$ cat config.mk
export PLATFORM = sky130hd
export DESIGN_NAME = gap_pool_reader_flat
export DESIGN_NICKNAME = d
export VERILOG_FILES = /design/src/rtl/gap_pool_reader_pkg.sv /design/src/rtl/gap_pool_reader_if.sv /design/src/rtl/gap_pool_reader_channel_acc.sv /design/src/rtl/gap_pool_reader.sv /design/src/flat_wrapper.sv
export SDC_FILE = /design/constraint.sdc
export NUM_CORES = 2
export LEC_CHECK = 0
export BUFFER_PORTS_ARGS = -buffer_cell sky130_fd_sc_hd__clkbuf_2
export CAP_MARGIN = 30
export CORE_AREA = 2 2 401 403
export CTS_CLUSTER_DIAMETER = 150
export CTS_CLUSTER_SIZE = 30
export DETAILED_ROUTE_END_ITERATION = 10
export DIE_AREA = 0 0 403 405
export PLACE_DENSITY_LB_ADDON = 0.3
export SLEW_MARGIN = 10
export SYNTH_ARGS = -nofsm -noshare
export SYNTH_HDL_FRONTEND = slang
export SYNTH_SLANG_ARGS = --single-unit
export TNS_END_PERCENT = 20
$ cat constraint.sdc
create_clock -name clk -period 6.8 [get_ports clk]
set_clock_uncertainty 0.15 [all_clocks]
set_input_delay 1.02 -clock clk [delete_from_list [all_inputs] [get_ports clk]]
set_output_delay 1.02 -clock clk [all_outputs]
set_load 0.02 [all_outputs]
$ cat src/rtl/gap_pool_reader_pkg.sv
// Shared constants and FSM encoding for the global-average-pooling reader.
// Sized for the 4x4x64 layer-6 activation RAM.
package gap_pool_reader_pkg;

    localparam int CH         = 64;
    localparam int DW         = 8;
    localparam int DEPTH      = 16;
    localparam int AW         = 7;
    localparam int LOG2_DEPTH = $clog2(DEPTH);
    localparam int ACC_W      = DW + LOG2_DEPTH;
    localparam int VW         = CH * DW;

    localparam logic [1:0] S_IDLE  = 2'd0;
    localparam logic [1:0] S_READ  = 2'd1;
    localparam logic [1:0] S_DRAIN = 2'd2;
    localparam logic [1:0] S_OUT   = 2'd3;

    typedef logic [DW-1:0] chan_t;

endpackage

$ cat src/rtl/gap_pool_reader_if.sv
// Control, RAM read port and output handshake of the pooling reader.
// Output handshake: a transfer happens on any rising edge where out_valid && out_ready; out_data is held stable while out_valid is high.
interface gap_pool_reader_if;
    import gap_pool_reader_pkg::*;

    logic          start;
    logic          busy;
    logic          rd_en;
    logic [AW-1:0] rd_addr;
    logic [VW-1:0] d_in;
    logic          out_valid;
    logic          out_ready;
    logic [VW-1:0] out_data;
    logic          done;

    modport slave (
        input  start, d_in, out_ready,
        output busy, rd_en, rd_addr, out_valid, out_data, done
    );

    modport master (
        output start, d_in, out_ready,
        input  busy, rd_en, rd_addr, out_valid, out_data, done
    );

endinterface

$ cat src/rtl/gap_pool_reader_channel_acc.sv
// One channel accumulator; avg_o is the shifted *next* sum so the top can
// register the final average in the same edge that absorbs the last word.
module gap_channel_acc
    import gap_pool_reader_pkg::*;
(
    input  logic  clk,
    input  logic  rst,
    input  logic  clr_i,
    input  logic  en_i,
    input  chan_t din_i,
    output chan_t avg_o
);

    logic [ACC_W-1:0] acc_q, acc_d;

    always_comb begin
        acc_d = acc_q;
        if (clr_i) begin
            acc_d = '0;
        end else if (en_i) begin
            acc_d = acc_q + {{LOG2_DEPTH{1'b0}}, din_i};
        end
    end

    always_ff @(posedge clk) begin
        if (rst) begin
            acc_q <= '0;
        end else begin
            acc_q <= acc_d;
        end
    end

    assign avg_o = acc_d[ACC_W-1:LOG2_DEPTH];

endmodule

$ cat src/rtl/gap_pool_reader.sv
// Sweeps the activation RAM, accumulates every channel, and hands one
// vector of floor averages to the classifier over a valid/ready handshake.
module gap_pool_reader
    import gap_pool_reader_pkg::*;
(
    input  logic               clk,
    input  logic               rst,
    gap_pool_reader_if.slave   bus,
    output logic [1:0]         state_o
);

    logic [1:0]    state_q, state_d;
    logic [AW-1:0] addr_q, addr_d;
    logic          cap_q;
    logic [VW-1:0] out_q;
    logic [VW-1:0] avg;
    logic          clr;

    always_comb begin
        state_d = state_q;
        addr_d  = addr_q;
        clr     = 1'b0;
        case (state_q)
            S_IDLE: begin
                if (bus.start) begin
                    clr     = 1'b1;
                    addr_d  = '0;
                    state_d = S_READ;
                end
            end
            S_READ: begin
                if (addr_q == AW'(DEPTH - 1)) begin
                    state_d = S_DRAIN;
                end else begin
                    addr_d = addr_q + AW'(1);
                end
            end
            S_DRAIN: state_d = S_OUT;
            S_OUT: begin
                if (bus.out_ready) begin
                    state_d = S_IDLE;
                end
            end
            default: state_d = S_IDLE;
        endcase
    end

    // cap_q marks the cycle the registered RAM data belongs to this sweep.
    always_ff @(posedge clk) begin
        if (rst) begin
            state_q <= S_IDLE;
            addr_q  <= '0;
            cap_q   <= 1'b0;
            out_q   <= '0;
        end else begin
            state_q <= state_d;
            addr_q  <= addr_d;
            cap_q   <= (state_q == S_READ);
            if (state_q == S_DRAIN) begin
                out_q <= avg;
            end
        end
    end

    for (genvar c = 0; c < CH; c++) begin : g_ch
        gap_channel_acc u_acc (
            .clk   (clk),
            .rst   (rst),
            .clr_i (clr),
            .en_i  (cap_q),
            .din_i (bus.d_in[c*DW +: DW]),
            .avg_o (avg[c*DW +: DW])
        );
    end

    assign bus.rd_en     = (state_q == S_READ);
    assign bus.rd_addr   = addr_q;
    assign bus.busy      = (state_q != S_IDLE);
    assign bus.out_valid = (state_q == S_OUT);
    assign bus.out_data  = out_q;
    assign bus.done      = (state_q == S_OUT) && bus.out_ready;
    assign state_o       = state_q;

endmodule

$ cat src/flat_wrapper.sv
// flat-port wrapper written by rule: the top's interface ports become plain ports
module gap_pool_reader_flat import gap_pool_reader_pkg::*;
  (clk, rst, state_o, bus_start, bus_d_in, bus_out_ready, bus_busy, bus_rd_en, bus_rd_addr, bus_out_valid, bus_out_data, bus_done);
  gap_pool_reader_if bus_i ();
  input  logic clk;
  input  logic rst;
  output logic [1:0] state_o;
  input wire logic [$bits(bus_i.start)-1:0] bus_start;
  input wire logic [$bits(bus_i.d_in)-1:0] bus_d_in;
  input wire logic [$bits(bus_i.out_ready)-1:0] bus_out_ready;
  output wire logic [$bits(bus_i.busy)-1:0] bus_busy;
  output wire logic [$bits(bus_i.rd_en)-1:0] bus_rd_en;
  output wire logic [$bits(bus_i.rd_addr)-1:0] bus_rd_addr;
  output wire logic [$bits(bus_i.out_valid)-1:0] bus_out_valid;
  output wire logic [$bits(bus_i.out_data)-1:0] bus_out_data;
  output wire logic [$bits(bus_i.done)-1:0] bus_done;
  assign bus_i.start = bus_start;
  assign bus_i.d_in = bus_d_in;
  assign bus_i.out_ready = bus_out_ready;
  assign bus_busy = bus_i.busy;
  assign bus_rd_en = bus_i.rd_en;
  assign bus_rd_addr = bus_i.rd_addr;
  assign bus_out_valid = bus_i.out_valid;
  assign bus_out_data = bus_i.out_data;
  assign bus_done = bus_i.done;
  gap_pool_reader u_core (.clk(clk), .rst(rst), .bus(bus_i), .state_o(state_o));
endmodule
; Word-level counts from Yosys, hierarchy flattened
; Cells that the tools add are included.
; W data, S select, Z words.
[classes]
n_reduce_logical = 7
eq_ne = 8
add_sub_neg = 65
n_mux = 137
[ops]
columns = op, count
row1 = $mux W12, 128
row2 = $add A12 B8 Y12, 64
row3 = $mux W7, 2
row4 = $pmux W7 S2, 1
row5 = $pmux W2 S4, 1
row6 = $add A7 B1 Y7 const B, 1
row7 = $eq A7 B4 Y1 const B, 1
row8 = $mux W2, 3
row9 = $ne A2 B2 Y1 const B, 3
row10 = $reduce_and A3 Y1, 2
row11 = $eq A2 B2 Y1 const B, 2
row12 = $reduce_bool A2 Y1, 2
row13 = $eq A2 B1 Y1 const B, 1
row14 = $logic_not A2 Y1, 1
row15 = $mux W1, 2
row16 = $ne A2 B1 Y1 const B, 1
row17 = $reduce_or A2 Y1, 1
row18 = $logic_and A1 B1 Y1, 1
[word_totals]
regBits = 1290
elab_cells = 349
input_bits = 516
output_inout_bits = 525

; Logic depth before layout (Yosys ltp)
[depth]
depth_word = 3
mapped_depth = 10
mapped_depth_nobuf = 9

; Hierarchy
; Synthesis repeated with hierarchy kept, for this count alone.
[hier_totals]
hier_cells = 11069
area_unflattened_um2 = 89993.8
[by_module_without_submodules]
columns = module, cells_per_inst, n_inst, area_per_inst_um2, seq_area_each_um2
row1 = gap_channel_acc at u_core.g_ch[0].u_acc ..., 150, 39, 1128.6, 240.2
row2 = gap_channel_acc at u_core.g_ch[46].u_acc ..., 140, 24, 1099.8, 240.2
row3 = gap_pool_reader, 1719, 1, 18474.0, 10450.0
row4 = gap_channel_acc at u_core.g_ch[45].u_acc, 140, 1, 1109.8, 240.2

; Worst setup path before layout
; No wires, ideal clock.
[synth_timing]
kind = input to register
start = input port bus_d_in[504]
end = register u_core.out_q[508], in the netlist u_core.bus.out_data[508]
cell_stages = 8
t_required_ps = 6521
setup_time_ps = 129
path_buffers = 0
t_arrival_ps = 2691
path_slack_ps = 3830
path_cell_list = ha_1 -> fa_1 -> a21o_1 -> a21oi_2 -> o21ai_1 -> o311ai_0 -> xor2_1 -> o21ai_0
[synth_between]
elab_chain_cells = 3
[synth_lines]
columns = item, line_no
row1 = start: declaration, flat_wrapper.sv:9  ; input wire logic [$bits(bus_i.d_in)-1:0] bus_d_in;
row2 = $add A12 B8 Y12, gap_pool_reader_channel_acc.sv:21  ; acc_d = acc_q + {{LOG2_DEPTH{1'b0}}, din_i};
row3 = $mux W12, gap_pool_reader_channel_acc.sv:20  ; end else if (en_i) begin
row4 = $mux W12, gap_pool_reader_channel_acc.sv:18  ; if (clr_i) begin
row5 = end signal: assignment, gap_pool_reader.sv:60  ; out_q <= avg;
row6 = end: declaration, gap_pool_reader.sv:15  ; logic [VW-1:0] out_q;
; No other way between the ends.
; A chain may end at the register's enable or synchronous reset.

; Final worst setup path
[layout_timing]
start = register u_core.cap_q
end = register u_core.out_q[58], in the netlist u_core.bus.out_data[58]
[layout_between]
elab_chain_cells = 2
[layout_lines]
columns = item, line_no
row1 = start: declaration, gap_pool_reader.sv:14  ; logic cap_q;
row2 = start signal: assignment, gap_pool_reader.sv:58  ; cap_q <= (state_q == S_READ);
row3 = $mux W12, gap_pool_reader_channel_acc.sv:20
row4 = $mux W12, gap_pool_reader_channel_acc.sv:18
; No other way between the ends.

==> results.cfg <==
[power]
sw_frac_of_total = 0.3821
clockPowerShare = 0.202
p_leak_uw = 0.02943
p_int_uw = 11780
combPwrFrac = 0.354
p_seq_frac = 0.444
max-vdd-ir-drop_mv = 0.2884
power_density_nw_per_um2 = 254.9
p_sw_uw = 7287

[critical_path]
cp_cell_sequence = inv_8, buf_4, or3_1, mux2i_1, a311oi_1, a211oi_1
cp_max_fo = 99
end_kind = flop
cp_slowest_cell = buf_4
worstPathRequired_ps = 7180
cp.arrival_ps = 3790
cp-start-kind = flop
crit_type = reg -> reg
max_stage_delay_ps = 840
worst_r2r_path_depth = 6

[floorplan]
core_um2 = 159300
pin_count = 1041
dieArea_um2 = 163200
rows = 147
start_util = 0.4170
die_w_um = 403
die_h_um = 405

[placement]
gp_congestion = 0.9387
place_inst = 10300
portBuffers = 1040
dp_hpwl_um = 159900

[clocking]
cts_tree = yes
cts_resized = 0
clk_pin_slew_ps = 130
clk_path_buf_depth = 3
cts.sinks = 1290
post_cts_buffers = 0
htree_levels = 2
clkLatencyLatePin_ps = 700
numCtsBuffers = 49
root_buffer = clkbuf_16
cts_hold_buf = 0

[synth]
synth_enable_flop_cells = 0
syn_inst = 7470
synth_seq_cells = 1290
avgSynthCellArea_um2 = 8.891
syn-num-nets = 8568
synthArstFlopShare = 0
synth_area_um2 = 66420
yosysUniqueCellTypes = 82
synth_top_flop_cell = dfxtp_1
synth-seq-area-share = 0.3888
yosys_warnings = 0

[timing]
worst_pin_slew_ps = 1275
rsz0062_at_grt = false
relSlewSlack = 0.1502
fin_crit_sh = 0.5003
hold_violations = 0
fmax_ghz = 0.2939
post-route-min-period_ps = 3402
slew_violations = 0
final-setup-viol-count = 0
setup_tns_ps = 0

[drt]
wl_met2_um = 99360
viasPerCell = 5.517
drtIter0Drc = 4024
vias = 57480
drc = 0
top_layer_used = met5
met1_length_um = 91570
dr.pass1.iters = 6
post_drt_wl_per_cell_um = 20.74
wl_met3_um = 14670
antenna_left = 0
wirelength_um = 216100

[status]
status = complete, no violations

[final_layout]
area_growth_pct = 12.63
layout.nets = 9359
layoutNonFillerInstCount = 10420
drive_above_1_share = 0.1521
final_util = 0.4697

[global_routing]
grt_max_degree = 190
grt_first_pass_wirelength_um = 322900
antenna_found_initial = 94
grt_usage = 0.2530
grt_pass1_vias = 54090
overflow = 0

[worst_hold_path]
hold_class = reg -> reg
holdPathStages = 2

[flow_run]
drv_cap = 0
==> through the flow <==
| stage | worst slack (ps) | hold WS, ps | power, uW | cell area, um^2 |
|---|---|---|---|---|
| 6_report | 3398 | 303.7 | 19070 | 74810 |
| 2_1_floorplan | 3830 | 312.6 | 13360 | 66420 |
| 3_5_place_dp | 2880 | 289.4 | 15340 | 73280 |
| 3_3_place_gp | 2913 | 283.0 | 15180 | 73260 |
| 4_1_cts | 3204 | 305.4 | 19200 | 74610 |
| 5_1_grt | 3232 | 317.0 | 20150 | 74780 |
==> placed cells by master (no fill, tap or decap), types with 292 or more instances in the layout <==
master	netlist	layout
o21ai_0	538	538
clkbuf_2	6	1039
ha_1	518	517
nand2_1	544	541
nor2_1	909	906
inv_1	293	292
xnor2_1	356	356
dfxtp_1	1290	1289
mux2i_1	310	310
a21oi_1	481	481
==> power by group through the flow <==
stage / Sequential [uW] / Combinational (uW) / Clock (uW)
after global placement: 8610 / 6570 / 0
after floorplan: 8670 / 4690 / 0
after detailed placement: 8630 / 6710 / 0
final: 8470 / 6740 / 3860
after CTS: 8460 / 6750 / 3990
after global routing: 8530 / 7430 / 4190
==> flip-flops by register name, summed over array words and instances, names as in the netlist <==
name	cells
u_core.g_ch.u_acc.acc_q	768
u_core.bus.out_data	512
u_core.bus.rd_addr	7
u_core.state_o	2
u_core.cap_q	1
==> metal layers <==
metal | track usage | up-vias
met5 | 0 | -
met4 | 0.1204 | 36
met3 | 0.05637 | 396
met2 | 0.4144 | 1534
met1 | 0.3150 | 27460
li1 | - | 28060
==> Yosys cell counts (31+ instances only) <==
library cell	number	area, um^2
o21ai_0	538	2693
nor3_1	177	885.9
inv_1	293	1100
nand2b_1	76	475.5
o21a_1	67	503.0
o21ai_1	120	600.6
a21oi_1	481	2407
fa_1	64	1281
nand3_1	87	435.4
o211ai_1	99	743.2
xnor2_1	356	3118
nor4b_1	52	455.4
nor2b_1	91	569.3
nor2_1	909	3412
nand4_1	78	488.0
o311ai_1	40	350.3
and2_1	44	275.3
mux2i_1	310	3103
ha_1	518	6481
a21o_1	85	638.1
nor4_1	52	325.3
a211oi_1	159	1194
o31ai_1	48	360.4
a221oi_2	83	1246
clkbuf_1	185	694.4
dfxtp_1	1290	25820
buf_2	104	520.5
nand2_1	544	2042
a22o_1	40	350.3
xor2_1	157	1375
buf_4	31	232.7
==> final timing paths <==
path,from,end,slack [ps]
min,u_core.bus.out_data[196]$_SDFFE_PP0P_,u_core.bus.out_data[196]$_SDFFE_PP0P_,300
max reg2reg,u_core.cap_q$_SDFF_PP0_,u_core.bus.out_data[58]$_SDFFE_PP0P_,3400
max,u_core.cap_q$_SDFF_PP0_,u_core.bus.out_data[58]$_SDFFE_PP0P_,3400
min reg2reg,u_core.bus.out_data[196]$_SDFFE_PP0P_,u_core.bus.out_data[196]$_SDFFE_PP0P_,300
==> cell families (layout without fill, tap and decap cells) <==
kind of cell / after synthesis / in the layout / synth area share
fa+ha+maj: 582 / 582 / 0.1169
flops: 1290 / 1290 / 0.3888
compound gates: 1920 / 1920 / 0.1867
simple gates: 2209 / 2209 / 0.1519
buf+inv: 638 / 1433 / 0.03988
mux: 317 / 317 / 0.04791
xor+xnor: 514 / 514 / 0.06789
other cells: 0 / 69 / 0
==> critical path, delay by kind of cell, from the launching register on <==
kind | cells | cell delay, ps
buf+inv | 2 | 1520
compound gates | 2 | 640
flops | 1 | 520
simple gates | 1 | 240
mux | 1 | 80
==> layout make-up <==
type / count / area (um^2)
flip-flops and latches: 1290 / 25830
fillers: 15560 / 84470
diodes: 69 / 172.7
repair buffers: 1085 / 5748
multi-input cells: 5542 / 38020
inverters: 293 / 1107
clock inverters: 3 / 47.55
well taps: 2086 / 2610
clock buffers: 52 / 1280
(Power assumes the default switching activity.)
